<file path="src/rtl/rs232_frame_ctrl_if.sv">
// ---------------------------------------------------------------------------
// rs232_frame_ctrl_if
// Bundles the byte stream, the consumer handshake and the payload read port
// of the RS-232 frame controller.
//   master : the frame controller (consumes RData/DVPulse/FrameAck/RdAddr,
//            drives RdData, FrameRdy, FrameLen, Busy and the error pulses)
//   slave  : the receive engine / consumer side (the opposite directions)
// ---------------------------------------------------------------------------
interface rs232_frame_ctrl_if #(
    parameter int ADDR_W = 4
);
    logic [7:0]        RData;
    logic              DVPulse;
    logic              FrameAck;
    logic [ADDR_W-1:0] RdAddr;
    logic [7:0]        RdData;
    logic              FrameRdy;
    logic [7:0]        FrameLen;
    logic              Busy;
    logic              ErrChk;
    logic              ErrLen;
    logic              ErrTimeout;
    logic              ErrOverrun;

    modport master (
        input  RData, DVPulse, FrameAck, RdAddr,
        output RdData, FrameRdy, FrameLen, Busy,
               ErrChk, ErrLen, ErrTimeout, ErrOverrun
    );

    modport slave (
        output RData, DVPulse, FrameAck, RdAddr,
        input  RdData, FrameRdy, FrameLen, Busy,
               ErrChk, ErrLen, ErrTimeout, ErrOverrun
    );
endinterface

</file>
<file path="src/rtl/rs232_frame_ctrl.sv">
// ---------------------------------------------------------------------------
// rs232_frame_ctrl
// Frames the received byte stream as SYNC / LEN / PAYLOAD / CHK, buffers the
// payload and exposes it only once the XOR checksum matches. A verified
// frame is held until the consumer acknowledges it.
// Ports:
//   clk  - system clock
//   rst  - asynchronous reset, active-high
//   bus  - rs232_frame_ctrl_if.master: RData/DVPulse byte stream, FrameAck,
//          RdAddr -> RdData (registered, 1 cycle), FrameRdy, FrameLen, Busy,
//          ErrChk/ErrLen/ErrTimeout/ErrOverrun single-cycle pulses
// ---------------------------------------------------------------------------
module rs232_frame_ctrl #(
    parameter logic [7:0] SYNC_BYTE   = 8'hA5,
    parameter logic [7:0] CHK_SEED    = 8'h5A,
    parameter int         MAX_LEN     = 16,
    parameter int         ADDR_W      = 4,
    parameter int         TIMEOUT_CYC = 10000
) (
    input  logic                 clk,
    input  logic                 rst,
    rs232_frame_ctrl_if.master   bus
);

    localparam int TMO_W = $clog2(TIMEOUT_CYC);
    localparam int IDX_W = ADDR_W + 1;

    typedef enum logic [2:0] {IDLE, LEN, PAYLOAD, CHK, HOLD} state_t;

    state_t            r_state;
    state_t            w_nextState;
    logic [7:0]        r_acc;
    logic [7:0]        r_len;
    logic [7:0]        r_frameLen;
    logic [7:0]        r_rdData;
    logic [IDX_W-1:0]  r_idx;
    logic [TMO_W-1:0]  r_tmo;
    logic [7:0]        r_buf [2**ADDR_W];
    logic              r_errChk;
    logic              r_errLen;
    logic              r_errTimeout;
    logic              r_errOverrun;

    logic              w_errChk;
    logic              w_errLen;
    logic              w_errTimeout;
    logic              w_errOverrun;
    logic              w_timeout;
    logic              w_lastPayload;
    logic [IDX_W-1:0]  w_idxNext;
    logic              w_busy;
    logic              w_frameRdy;

    // idx is one bit wider than the buffer address so a full 2**ADDR_W frame
    // compares against len without wrapping.
    assign w_idxNext     = r_idx + IDX_W'(1);
    assign w_lastPayload = (8'(w_idxNext) == r_len);
    // A byte arriving in the same cycle as the limit wins over the timeout.
    assign w_timeout     = w_busy && !bus.DVPulse && (r_tmo == TMO_W'(TIMEOUT_CYC - 1));

    // State register.
    always_ff @(posedge clk or posedge rst) begin
        if (rst) r_state <= IDLE;
        else     r_state <= w_nextState;
    end

    // Next-state and error decode.
    always_comb begin
        w_nextState  = r_state;
        w_errChk     = 1'b0;
        w_errLen     = 1'b0;
        w_errTimeout = 1'b0;
        w_errOverrun = 1'b0;
        unique case (r_state)
            IDLE: begin
                if (bus.DVPulse && bus.RData == SYNC_BYTE) w_nextState = LEN;
            end
            LEN: begin
                if (bus.DVPulse) begin
                    if (bus.RData > 8'(MAX_LEN)) begin
                        w_errLen    = 1'b1;
                        w_nextState = IDLE;
                    end else if (bus.RData == 8'h00) begin
                        w_nextState = CHK;
                    end else begin
                        w_nextState = PAYLOAD;
                    end
                end else if (w_timeout) begin
                    w_errTimeout = 1'b1;
                    w_nextState  = IDLE;
                end
            end
            PAYLOAD: begin
                if (bus.DVPulse) begin
                    if (w_lastPayload) w_nextState = CHK;
                end else if (w_timeout) begin
                    w_errTimeout = 1'b1;
                    w_nextState  = IDLE;
                end
            end
            CHK: begin
                if (bus.DVPulse) begin
                    if (bus.RData == r_acc) begin
                        w_nextState = HOLD;
                    end else begin
                        w_errChk    = 1'b1;
                        w_nextState = IDLE;
                    end
                end else if (w_timeout) begin
                    w_errTimeout = 1'b1;
                    w_nextState  = IDLE;
                end
            end
            HOLD: begin
                // A byte coinciding with the release is still discarded.
                if (bus.DVPulse)  w_errOverrun = 1'b1;
                if (bus.FrameAck) w_nextState  = IDLE;
            end
            default: w_nextState = IDLE;
        endcase
    end

    // State-decoded outputs.
    always_comb begin
        w_busy     = (r_state == LEN) || (r_state == PAYLOAD) || (r_state == CHK);
        w_frameRdy = (r_state == HOLD);
    end

    // Checksum, length, index, timeout counter, read port and error pulses.
    always_ff @(posedge clk or posedge rst) begin
        if (rst) begin
            r_acc        <= 8'h00;
            r_len        <= 8'h00;
            r_frameLen   <= 8'h00;
            r_idx        <= '0;
            r_tmo        <= '0;
            r_rdData     <= 8'h00;
            r_errChk     <= 1'b0;
            r_errLen     <= 1'b0;
            r_errTimeout <= 1'b0;
            r_errOverrun <= 1'b0;
        end else begin
            r_errChk     <= w_errChk;
            r_errLen     <= w_errLen;
            r_errTimeout <= w_errTimeout;
            r_errOverrun <= w_errOverrun;
            r_rdData     <= r_buf[bus.RdAddr];
            if (bus.DVPulse || r_state == IDLE || r_state == HOLD) r_tmo <= '0;
            else                                                   r_tmo <= r_tmo + TMO_W'(1);
            if (bus.DVPulse) begin
                unique case (r_state)
                    IDLE:    r_acc <= SYNC_BYTE ^ CHK_SEED;
                    LEN: begin
                        r_acc <= r_acc ^ bus.RData;
                        r_len <= bus.RData;
                        r_idx <= '0;
                    end
                    PAYLOAD: begin
                        r_acc <= r_acc ^ bus.RData;
                        r_idx <= w_idxNext;
                    end
                    CHK:     if (bus.RData == r_acc) r_frameLen <= r_len;
                    default: ;
                endcase
            end
        end
    end

    // Payload storage; contents survive reset.
    always_ff @(posedge clk) begin
        if (r_state == PAYLOAD && bus.DVPulse) r_buf[r_idx[ADDR_W-1:0]] <= bus.RData;
    end

    assign bus.RdData     = r_rdData;
    assign bus.FrameRdy   = w_frameRdy;
    assign bus.FrameLen   = r_frameLen;
    assign bus.Busy       = w_busy;
    assign bus.ErrChk     = r_errChk;
    assign bus.ErrLen     = r_errLen;
    assign bus.ErrTimeout = r_errTimeout;
    assign bus.ErrOverrun = r_errOverrun;

endmodule

</file>
<file path="src/flat_wrapper.sv">
// flat-port wrapper written by rule: the top's interface ports become plain ports
module rs232_frame_ctrl_flat 
#(
    parameter logic [7:0] SYNC_BYTE   = 8'hA5,
    parameter logic [7:0] CHK_SEED    = 8'h5A,
    parameter int         MAX_LEN     = 16,
    parameter int         ADDR_W      = 4,
    parameter int         TIMEOUT_CYC = 10000
)
  (clk, rst, bus_RData, bus_DVPulse, bus_FrameAck, bus_RdAddr, bus_RdData, bus_FrameRdy, bus_FrameLen, bus_Busy, bus_ErrChk, bus_ErrLen, bus_ErrTimeout, bus_ErrOverrun);
  rs232_frame_ctrl_if #(.ADDR_W(ADDR_W)) bus_i ();
  input  logic clk;
  input  logic rst;
  input wire logic [$bits(bus_i.RData)-1:0] bus_RData;
  input wire logic [$bits(bus_i.DVPulse)-1:0] bus_DVPulse;
  input wire logic [$bits(bus_i.FrameAck)-1:0] bus_FrameAck;
  input wire logic [$bits(bus_i.RdAddr)-1:0] bus_RdAddr;
  output wire logic [$bits(bus_i.RdData)-1:0] bus_RdData;
  output wire logic [$bits(bus_i.FrameRdy)-1:0] bus_FrameRdy;
  output wire logic [$bits(bus_i.FrameLen)-1:0] bus_FrameLen;
  output wire logic [$bits(bus_i.Busy)-1:0] bus_Busy;
  output wire logic [$bits(bus_i.ErrChk)-1:0] bus_ErrChk;
  output wire logic [$bits(bus_i.ErrLen)-1:0] bus_ErrLen;
  output wire logic [$bits(bus_i.ErrTimeout)-1:0] bus_ErrTimeout;
  output wire logic [$bits(bus_i.ErrOverrun)-1:0] bus_ErrOverrun;
  assign bus_i.RData = bus_RData;
  assign bus_i.DVPulse = bus_DVPulse;
  assign bus_i.FrameAck = bus_FrameAck;
  assign bus_i.RdAddr = bus_RdAddr;
  assign bus_RdData = bus_i.RdData;
  assign bus_FrameRdy = bus_i.FrameRdy;
  assign bus_FrameLen = bus_i.FrameLen;
  assign bus_Busy = bus_i.Busy;
  assign bus_ErrChk = bus_i.ErrChk;
  assign bus_ErrLen = bus_i.ErrLen;
  assign bus_ErrTimeout = bus_i.ErrTimeout;
  assign bus_ErrOverrun = bus_i.ErrOverrun;
  rs232_frame_ctrl #(.SYNC_BYTE(SYNC_BYTE), .CHK_SEED(CHK_SEED), .MAX_LEN(MAX_LEN), .ADDR_W(ADDR_W), .TIMEOUT_CYC(TIMEOUT_CYC)) u_core (.clk(clk), .rst(rst), .bus(bus_i));
endmodule
</file>
<file path="config.mk">
export PLATFORM = sky130hd
export DESIGN_NAME = rs232_frame_ctrl_flat
export DESIGN_NICKNAME = d
export VERILOG_FILES = /design/src/rtl/rs232_frame_ctrl_if.sv /design/src/rtl/rs232_frame_ctrl.sv /design/src/flat_wrapper.sv
export SDC_FILE = /design/constraint.sdc
export NUM_CORES = 1
export LEC_CHECK = 0
export CORE_MARGIN = 1.5
export CORE_UTILIZATION = 40
export DETAILED_ROUTE_END_ITERATION = 12
export PLACE_DENSITY = 0.62
export SYNTH_ARGS = -nofsm -noshare
export SYNTH_HDL_FRONTEND = slang
export SYNTH_SLANG_ARGS = --single-unit
</file>
<file path="constraint.sdc">
create_clock -name clk -period 5.1 [get_ports clk]
set_input_delay 0.51 -clock clk [delete_from_list [all_inputs] [get_ports clk]]
set_output_delay 0.51 -clock clk [all_outputs]
set_load 0.1 [all_outputs]
</file>
# == Yosys cells after proc, flatten, opt, wreduce, memory -nomap -nowiden ==
# Memories as Yosys holds them, arrays and structs flattened. A register that Yosys moved wholly into a read port is not among the register bits.
# Index checks and enable logic that the tools add are counted.
# word_totals
input_bits,16
ramBits,128
mem_count,1
ff_bits,50
# memory_table
name,depth,word_bits,rd,rd_ports_with_merged_regs,wr,line,source
u_core.r_buf,16,8,1,1,1,rs232_frame_ctrl.sv:38,logic [7:0] r_buf [2**ADDR_W];
# op_classes
n_mux,27
eq_ne,11
reduce_logical,20
n_lt_le_gt_ge,1
bitwise_logic,1
add_sub_neg,2
# ops
cell,count
two-way mux 3 bit,9
one-hot mux 8 bit (2 select lines),1
one-hot mux 3 bit (5 select lines),1
"adder 14 x 1 -> 14 bit, second input constant",1
"equality test 14 bit, second input constant",1
two-way mux 1 bit,14
two-way mux 14 bit,1
one-hot mux 5 bit (2 select lines),1
equality test 5 x 8 -> 1 bit,1
equality test 8 bit,1
"equality test 8 bit, second input constant",1
"greater-than comparator 8 x 5 -> 1 bit, second input constant",1
logical NOT 8 bit,1
XOR 8 bit,1
"equality test 3 x 2 -> 1 bit, second input constant",2
AND reduction 2 bit,3
AND reduction 3 bit,2
"adder 5 x 1 -> 5 bit, second input constant",1
logical AND 1 bit,4
logical OR 1 bit,4
nonzero test 2 bit,2
"equality test 3 x 1 -> 1 bit, second input constant",1
"equality test 3 bit, second input constant",1
logical NOT 3 bit,1
other kinds (6),6

# == Depth between registers and ports, before layout ==
# Gate-level depths: netlist of run 1.
# depth
ltp_word,8
ltp_mapped,6
ltp_nobuf,6

# == Worst setup path after synthesis of run 1 ==
# OpenSTA, ideal clock, no wires.
# synth_path
kind,register -> output
start,reg u_core.r_state[0]
end,out bus_Busy
stages_incl_launch_ff,4
n_path_buf,1
slack_ps,2782
arrival_ps,1808
path_cell_list,dfrtp_1 clkbuf_8 nor2_1 nor2_1
# synth_between
elab_chain_len,3
word_cells_on_any_way,5
cone_classes,3 x eq/ne; 2 x reduce/logical
# synth_lines
element,line,source
start: declaration,rs232_frame_ctrl.sv:30,state_t r_state;
start signal: assignment,rs232_frame_ctrl.sv:64,else r_state <= w_nextState;
equality test 3 x 1 -> 1 bit / equality test 3 x 2 -> 1 bit (equally long branches),rs232_frame_ctrl.sv:125,w_busy = (r_state == LEN) || (r_state == PAYLOAD) || (r_state == CHK);
logical OR 1 bit,rs232_frame_ctrl.sv:125,
logical OR 1 bit *,rs232_frame_ctrl.sv:125,
end: declaration,flat_wrapper.sv:21,output wire logic [$bits(bus_i.Busy)-1:0] bus_Busy;
# Mark *: on every way between the ends. The rest lies on a longest branch, timed or not.

# == Worst setup path in the final report of run 1 ==
# layout_path
start,reg u_core.r_state[0]
end,out bus_FrameRdy
# layout_between
elab_chain_len,1
# layout_lines
element,line,source
equality test 3 bit,rs232_frame_ctrl.sv:126,w_frameRdy = (r_state == HOLD);
end: declaration,flat_wrapper.sv:19,output wire logic [$bits(bus_i.FrameRdy)-1:0] bus_FrameRdy;
# No other way between the ends.

==> results of run 1 <==
==> sequential cells by signal, summed over array words and instances (netlist names) <==
signal and cells:
u_core.r_state 3, u_core.bus.ErrChk 1, u_core.bus.ErrLen 1, u_core.bus.ErrTimeout 1, u_core.r_len 8, u_core.r_idx 5, u_core.r_acc 8, u_core.bus.RdData 8
u_core.bus.ErrOverrun 1, u_core.r_buf 128, u_core.r_tmo 14, u_core.bus.FrameLen 8
==> per-layer routing <==
layer / GRT usage (%) / share of wire, % / wire length [um]
met1: 21.26 / 46 / 6876
met2: 25.57 / 48 / 7173
met3: 3.655 / 4.7 / 701
met4: 5.806 / 2.1 / 324
met5: 0 / 0 / 0
==> stage by stage <==
stage	hold slack [ns]	std cells	worst slack (ns)	area, um^2
floorplan	0.4479	439	2.782	7797
global placement	0.4586	728	2.064	8392
detailed placement	0.4892	728	2.025	8392
CTS	0.4969	760	2.021	8969
global route	0.5229	760	1.930	8969
finish	0.4916	760	2.024	8969
==> worst paths after layout <==
path / endpoint / depth (start not counted) / slack, ns
hold / removal: u_core.r_tmo[0] / 1 / 0.49
min in group asynchronous: u_core.bus.FrameLen[1] / 3 / 0.63
setup / recovery: bus_FrameRdy / 3 / 2.02
max in group asynchronous: u_core.bus.RdData[2] / 3 / 3.96
setup reg to reg: u_core.r_buf[15][4] / 4 / 2.83
hold reg to reg: u_core.r_tmo[0] / 1 / 0.49
==> critical path, delay by kind of cell, from the launching register on <==
family | cells | cell delay (ns)
buffers and inverters | 1 | 1.13
AND/OR/NAND/NOR | 2 | 0.51
flip-flops | 1 | 0.49
==> final cells by class <==
cell class	count	area [um^2]	share of cell area, %
Clock buffer	19	452.9	5.050
Clock inverter	13	123.9	1.381
Inverter	8	30.03	0.3348
Multi-Input combinational cell	224	2283	25.46
Sequential cell	186	5295	59.04
Tap cell	260	325.3	3.627
Timing Repair Buffer	50	457.9	5.106
==> cells in the final DEF, fill, tap and decap left out, types with 2 or more instances in the layout <==
cell             instances
edfxtp_1               128
dfrtp_1                 58
nor2_1                  35
clkdlybuf4s50_1         35
mux4_1                  28
nand2_1                 19
xnor2_1                 17
mux2_2                  17
clkbuf_16               17
buf_4                   13
xor2_1                  12
mux4_2                  12
o21a_1                   8
o22a_1                   8
inv_1                    7
nand4_1                  7
nand3_1                  7
nand2b_1                 6
nor3_1                   6
clkinv_2                 6
ha_1                     5
and3_1                   3
a21oi_1                  3
o21ai_0                  3
a22o_1                   3
nor4_1                   2
nand4b_1                 2
nor4b_1                  2
a21o_1                   2
and2_1                   2
and4_1                   2
clkinv_1                 2
bufinv_16                2
clkbuf_8                 2
inv_6                    2
buf_2                    2
==> power by group through the flow <==
stage	Sequential (W)	Clock (W)	Combinational (W)
after detailed placement	0.00189	0	0.000649
after CTS	0.00186	0.00130	0.000653
final	0.00186	0.00127	0.000643
after global placement	0.00189	0	0.000639
after floorplan	0.00194	0	0.000436
after global routing	0.00188	0.00137	0.000701
==> logic make-up after synthesis <==
logic type	Yosys count	share of synthesized area, %
AOI/OAI and AO/OA	33	3.337
xor gates and xnor gates	29	3.257
adders and majority gates	5	0.8023
buffers and inverters	29	2.808
DFF	186	67.91
muxes	57	15.36
and+or+nand+nor	100	6.531
==> flow_summary.ini, run 1 <==
[status]
outcome = finished, final reports clean

[clocking]
cts_hold_buf = 0
clockRootBuffer = clkbuf_16
path_clk_slew_ns = 0.06
numCtsBuffers = 17
cts_tree = yes
clkLatencyLatePin_ns = 0.42
clock-sinks = 186
cts-resized-gates = 0
cts_max_level = 4
post_cts_buffers = 0
cts_max_path_buffers = 2

[power]
p_total_w = 0.003779
internal_power_w = 0.002746
sequentialPowerShare_pct = 49.3
power_per_cell_area_nw_per_um2 = 421.4
p_leak_nw = 3.223
max-vdd-ir-drop_mv = 0.2729
p_comb_share_pct = 17.0
power_frac_clock_pct = 33.7
swShare_pct = 27.34
switchingPower_w = 0.001033

[timing]
period_needed_ns = 3.076
max_freq_mhz = 325.1
slew_viol_final = 0
hold_violations = 0
fin_crit_sh_pct = 60.31
worst_pin_slew_ns = 1.013
relSlewSlack_pct = 32.03
final-setup-viol-count = 0
rsz0062_at_grt = no
finClkSkew_ns = 0.005801
tns_ns = 0

[routing]
wl_per_cell_um = 19.84
routed_wl_um = 15080
route.detailed.drc = 0
ant_nets = 0
detail_route.iter0.violations = 296
via_per_inst = 5.259
vias = 3997
first_pass_iters = 4

[synth]
syn-num-nets = 460
synth_common_cells = edfxtp_1 (128), dfrtp_1 (58), nor2_1 (35)
synth_edf_count = 128
syn_avg_cell_area_um2 = 17.76
synth_cell_type_count = 45
syn_inst = 439
ys_seq_area_share_pct = 67.91
synth.most_common_cell = edfxtp_1
yosysTopAreaCell = edfxtp_1
ys.flop_type = edfxtp_1
async_flop_share_pct = 31.18
synth-seq-cells = 186
yosys-top-cells-area = edfxtp_1 (49%), dfrtp_1 (19%), mux4_1 (9.4%)
netlist.area_leader.share_pct = 49.29
yosys_warnings = 0
syn_area_um2 = 7797

[global_route]
grt_util_all_layers_pct = 15.91
grt_antenna_before_repair = 0
first_global_vias = 4112
grt-ovfl-total = 0
grt_pass1_wl_um = 23410
grt_max_degree = 59

[cells_and_area]
diodes = 0
n_fill_cell = 1628
fin_util_pct = 47.47
drive_gt1_share_pct = 16.20
syn_to_final_growth_pct = 15.02
fin_nets = 508

[worst_setup_path]
critPathMaxFanout = 11
cp_data_required_time_ns = 4.59
cp.arrival_ns = 2.57
critical_path_class = reg -> out
startpoint = u_core.r_state[0]
cpMaxStageDelayCell = clkdlybuf4s50_1
cpPeakStageDelay_ns = 1.13
path_cells = nor2_1 > and2_1 > clkdlybuf4s50_1
reg2reg_from = u_core.r_state[0]
cp-end-kind = output pin
startpoint_type = flip-flop

[floorplan]
ios = 38
dieWidth_um = 142.6
core_region_area_um2 = 18890
start_util_pct = 41.27
row_count = 50
die_y_um = 142.6
die-area_um2 = 20340

[min_path]
hp-start = u_core.r_tmo[0]
worstHoldPathType = reg -> reg

[placed_design]
io_buffer_count = 37
gp_congestion = 0.7734
hpwl_um = 9587

[flow_run]
drv_cap = 0
No activity file was read; power rests on OpenSTA's default activity.
==> run 2: changes to the inputs <==
==> constraint.sdc (replaced) <==
create_clock -name clk -period 3.1 [get_ports clk]
set_input_delay 0.31 -clock clk [delete_from_list [all_inputs] [get_ports clk]]
set_output_delay 0.31 -clock clk [all_outputs]
set_load 0.1 [all_outputs]
==> flow_summary.ini, run 2 (same netlist as run 1, synthesis figures left out) <==
[clocking]
clkLatencyLatePin_ns = 0.44
cts-resized-gates = 0
cts_hold_buf = 0
clock-sinks = 186
cts_max_path_buffers = 2
cts_tree = yes
clockRootBuffer = clkbuf_16
numCtsBuffers = 17
post_cts_buffers = 0
cts_max_level = 4
path_clk_slew_ns = 0.07

[timing]
fin_crit_sh_pct = 72.23
rsz0062_at_grt = no
relSlewSlack_pct = 33.94
slew_viol_final = 0
max_freq_mhz = 446.6
finClkSkew_ns = 0.009321
hold_violations = 0
period_needed_ns = 2.239
final-setup-viol-count = 0
worst_pin_slew_ns = 0.9878
tns_ns = 0

[routing]
vias = 4160
ant_nets = 0
detail_route.iter0.violations = 215
via_per_inst = 5.347
routed_wl_um = 16030
first_pass_iters = 4
wl_per_cell_um = 20.61
route.detailed.drc = 0

[worst_setup_path]
worst_r2r_path_depth = 5
cpMaxStageDelayCell = clkdlybuf4s50_1
startpoint = u_core.bus.ErrTimeout
cp_data_required_time_ns = 2.79
cp-end-kind = output pin
path_buf_inv = 1
critical_path_class = reg -> out
cp.arrival_ns = 1.93
reg2reg_from = u_core.r_state[0]
path_depth = 1
critPathMaxFanout = 1
cpPeakStageDelay_ns = 1.14
startpoint_type = flip-flop
critPathCapture = bus_ErrTimeout
path_cells = clkdlybuf4s50_1
crit_family = buffers and inverters
rrSetupSlack_ns = 1.10
r2r_end = u_core.r_buf[11][1]

[floorplan]
row_count = 50
die-area_um2 = 20340
die_y_um = 142.6
core_region_area_um2 = 18890
dieWidth_um = 142.6
start_util_pct = 41.27
ios = 38

[global_route]
grt_pass1_wl_um = 24720
grt-ovfl-total = 0
grt_util_all_layers_pct = 16.94
grt_antenna_before_repair = 0
first_global_vias = 4156
grt_max_degree = 35

[placed_design]
hpwl_um = 10410
dpl.cell_count = 746
io_buffer_count = 37
gp_congestion = 0.7971

[power]
power_per_cell_area_nw_per_um2 = 682.8
max-vdd-ir-drop_mv = 0.4158
p_leak_nw = 3.291
p_total_w = 0.006217

[cells_and_area]
fin_nets = 526
drive_gt1_share_pct = 19.50
n_fill_cell = 1634
final_cell_mix = edfxtp_1 (128), dfrtp_1 (58), nor2_1 (35)
largest_reg_flops = 128
final_common_cell = edfxtp_1
diodes = 0
syn_to_final_growth_pct = 16.77
final-instance-count-excl-fill = 778

[status]
outcome = finished, final reports clean

[min_path]
worstHoldPathType = in -> async

[flow_run]
drv_cap = 0
==> run 2: changes by cell type in the layout (fill, tap and decap cells not counted), moves of 2 or more <==
cell        previous run  this run
clkbuf_8               2         0
clkinv_2               6         0
inv_6                  2         7
buf_4                 13        32
clkinvlp_4             0         6
clkinv_1               2         0
==> run 2: stage by stage <==
| step | worst slack, ns | utilization [%] | hold WS (ns) | cell area, um^2 |
|---|---|---|---|---|
| after global routing | 0.8104 | 48.19 | 0.3680 | 9105 |
| after CTS | 0.8306 | 48.19 | 0.3196 | 9105 |
| final | 0.8610 | 48.19 | 0.3023 | 9105 |
| after floorplan | 0.9820 | - | 0.4089 | 7797 |
| after global placement | 0.7183 | 45.20 | 0.4594 | 8539 |
| after detailed placement | 0.6414 | 45.20 | 0.4771 | 8539 |
==> run 2: where the power goes <==
| part | leakage (nW) | switching [W] | total (W) | internal, W |
|---|---|---|---|---|
| logic | 1.15 | 0.000633 | 0.00107 | 0.000436 |
| registers | 1.88 | 0.000196 | 0.00306 | 0.00287 |
| clock network | 0.257 | 0.000962 | 0.00208 | 0.00112 |
| total | 3.29 | 0.00179 | 0.00622 | 0.00443 |
==> run 2: worst register-to-register path, stage by stage, from the launching register on <==
cell and delay (ns):
dfrtp_1 0.49, nor4bb_1 0.35, buf_4 0.22, nand2_1 0.14, nor2_1 0.29, buf_4 0.21
==> run 2: worst min path at each step <==
stage / endpoint / depth (start not counted) / from / slack [ns]
5_1_grt: u_core.bus.FrameLen[1] / 2 / rst / 0.37
3_3_place_gp: u_core.r_tmo[0] / 1 / u_core.r_tmo[0] / 0.46
6_report: u_core.bus.FrameLen[7] / 2 / rst / 0.30
4_1_cts: u_core.bus.FrameLen[2] / 2 / rst / 0.32
2_1_floorplan: u_core.r_buf[0][0] / 0 / bus_RData[0] / 0.41
3_5_place_dp: u_core.r_tmo[0] / 1 / u_core.r_tmo[0] / 0.48
==> run 2: final cells by class <==
cell class / instances / area (um^2) / share of cell area, %
Clock inverter: 14 / 136.4 / 1.498
Timing Repair Buffer: 68 / 605.6 / 6.651
Tap cell: 260 / 325.3 / 3.573
Multi-Input combinational cell: 224 / 2283 / 25.08
Clock buffer: 18 / 429.2 / 4.713
Sequential cell: 186 / 5295 / 58.16
Inverter: 8 / 30.03 / 0.3298
==> run 2: metal layers <==
metal	vias to the layer above	share of wire, %	global-route usage (%)
met5	-	0	0
met4	0	1.5	5.806
met3	17	4.0	3.957
met2	100	48	26.19
met1	2189	47	23.67
li1	1854	-	-
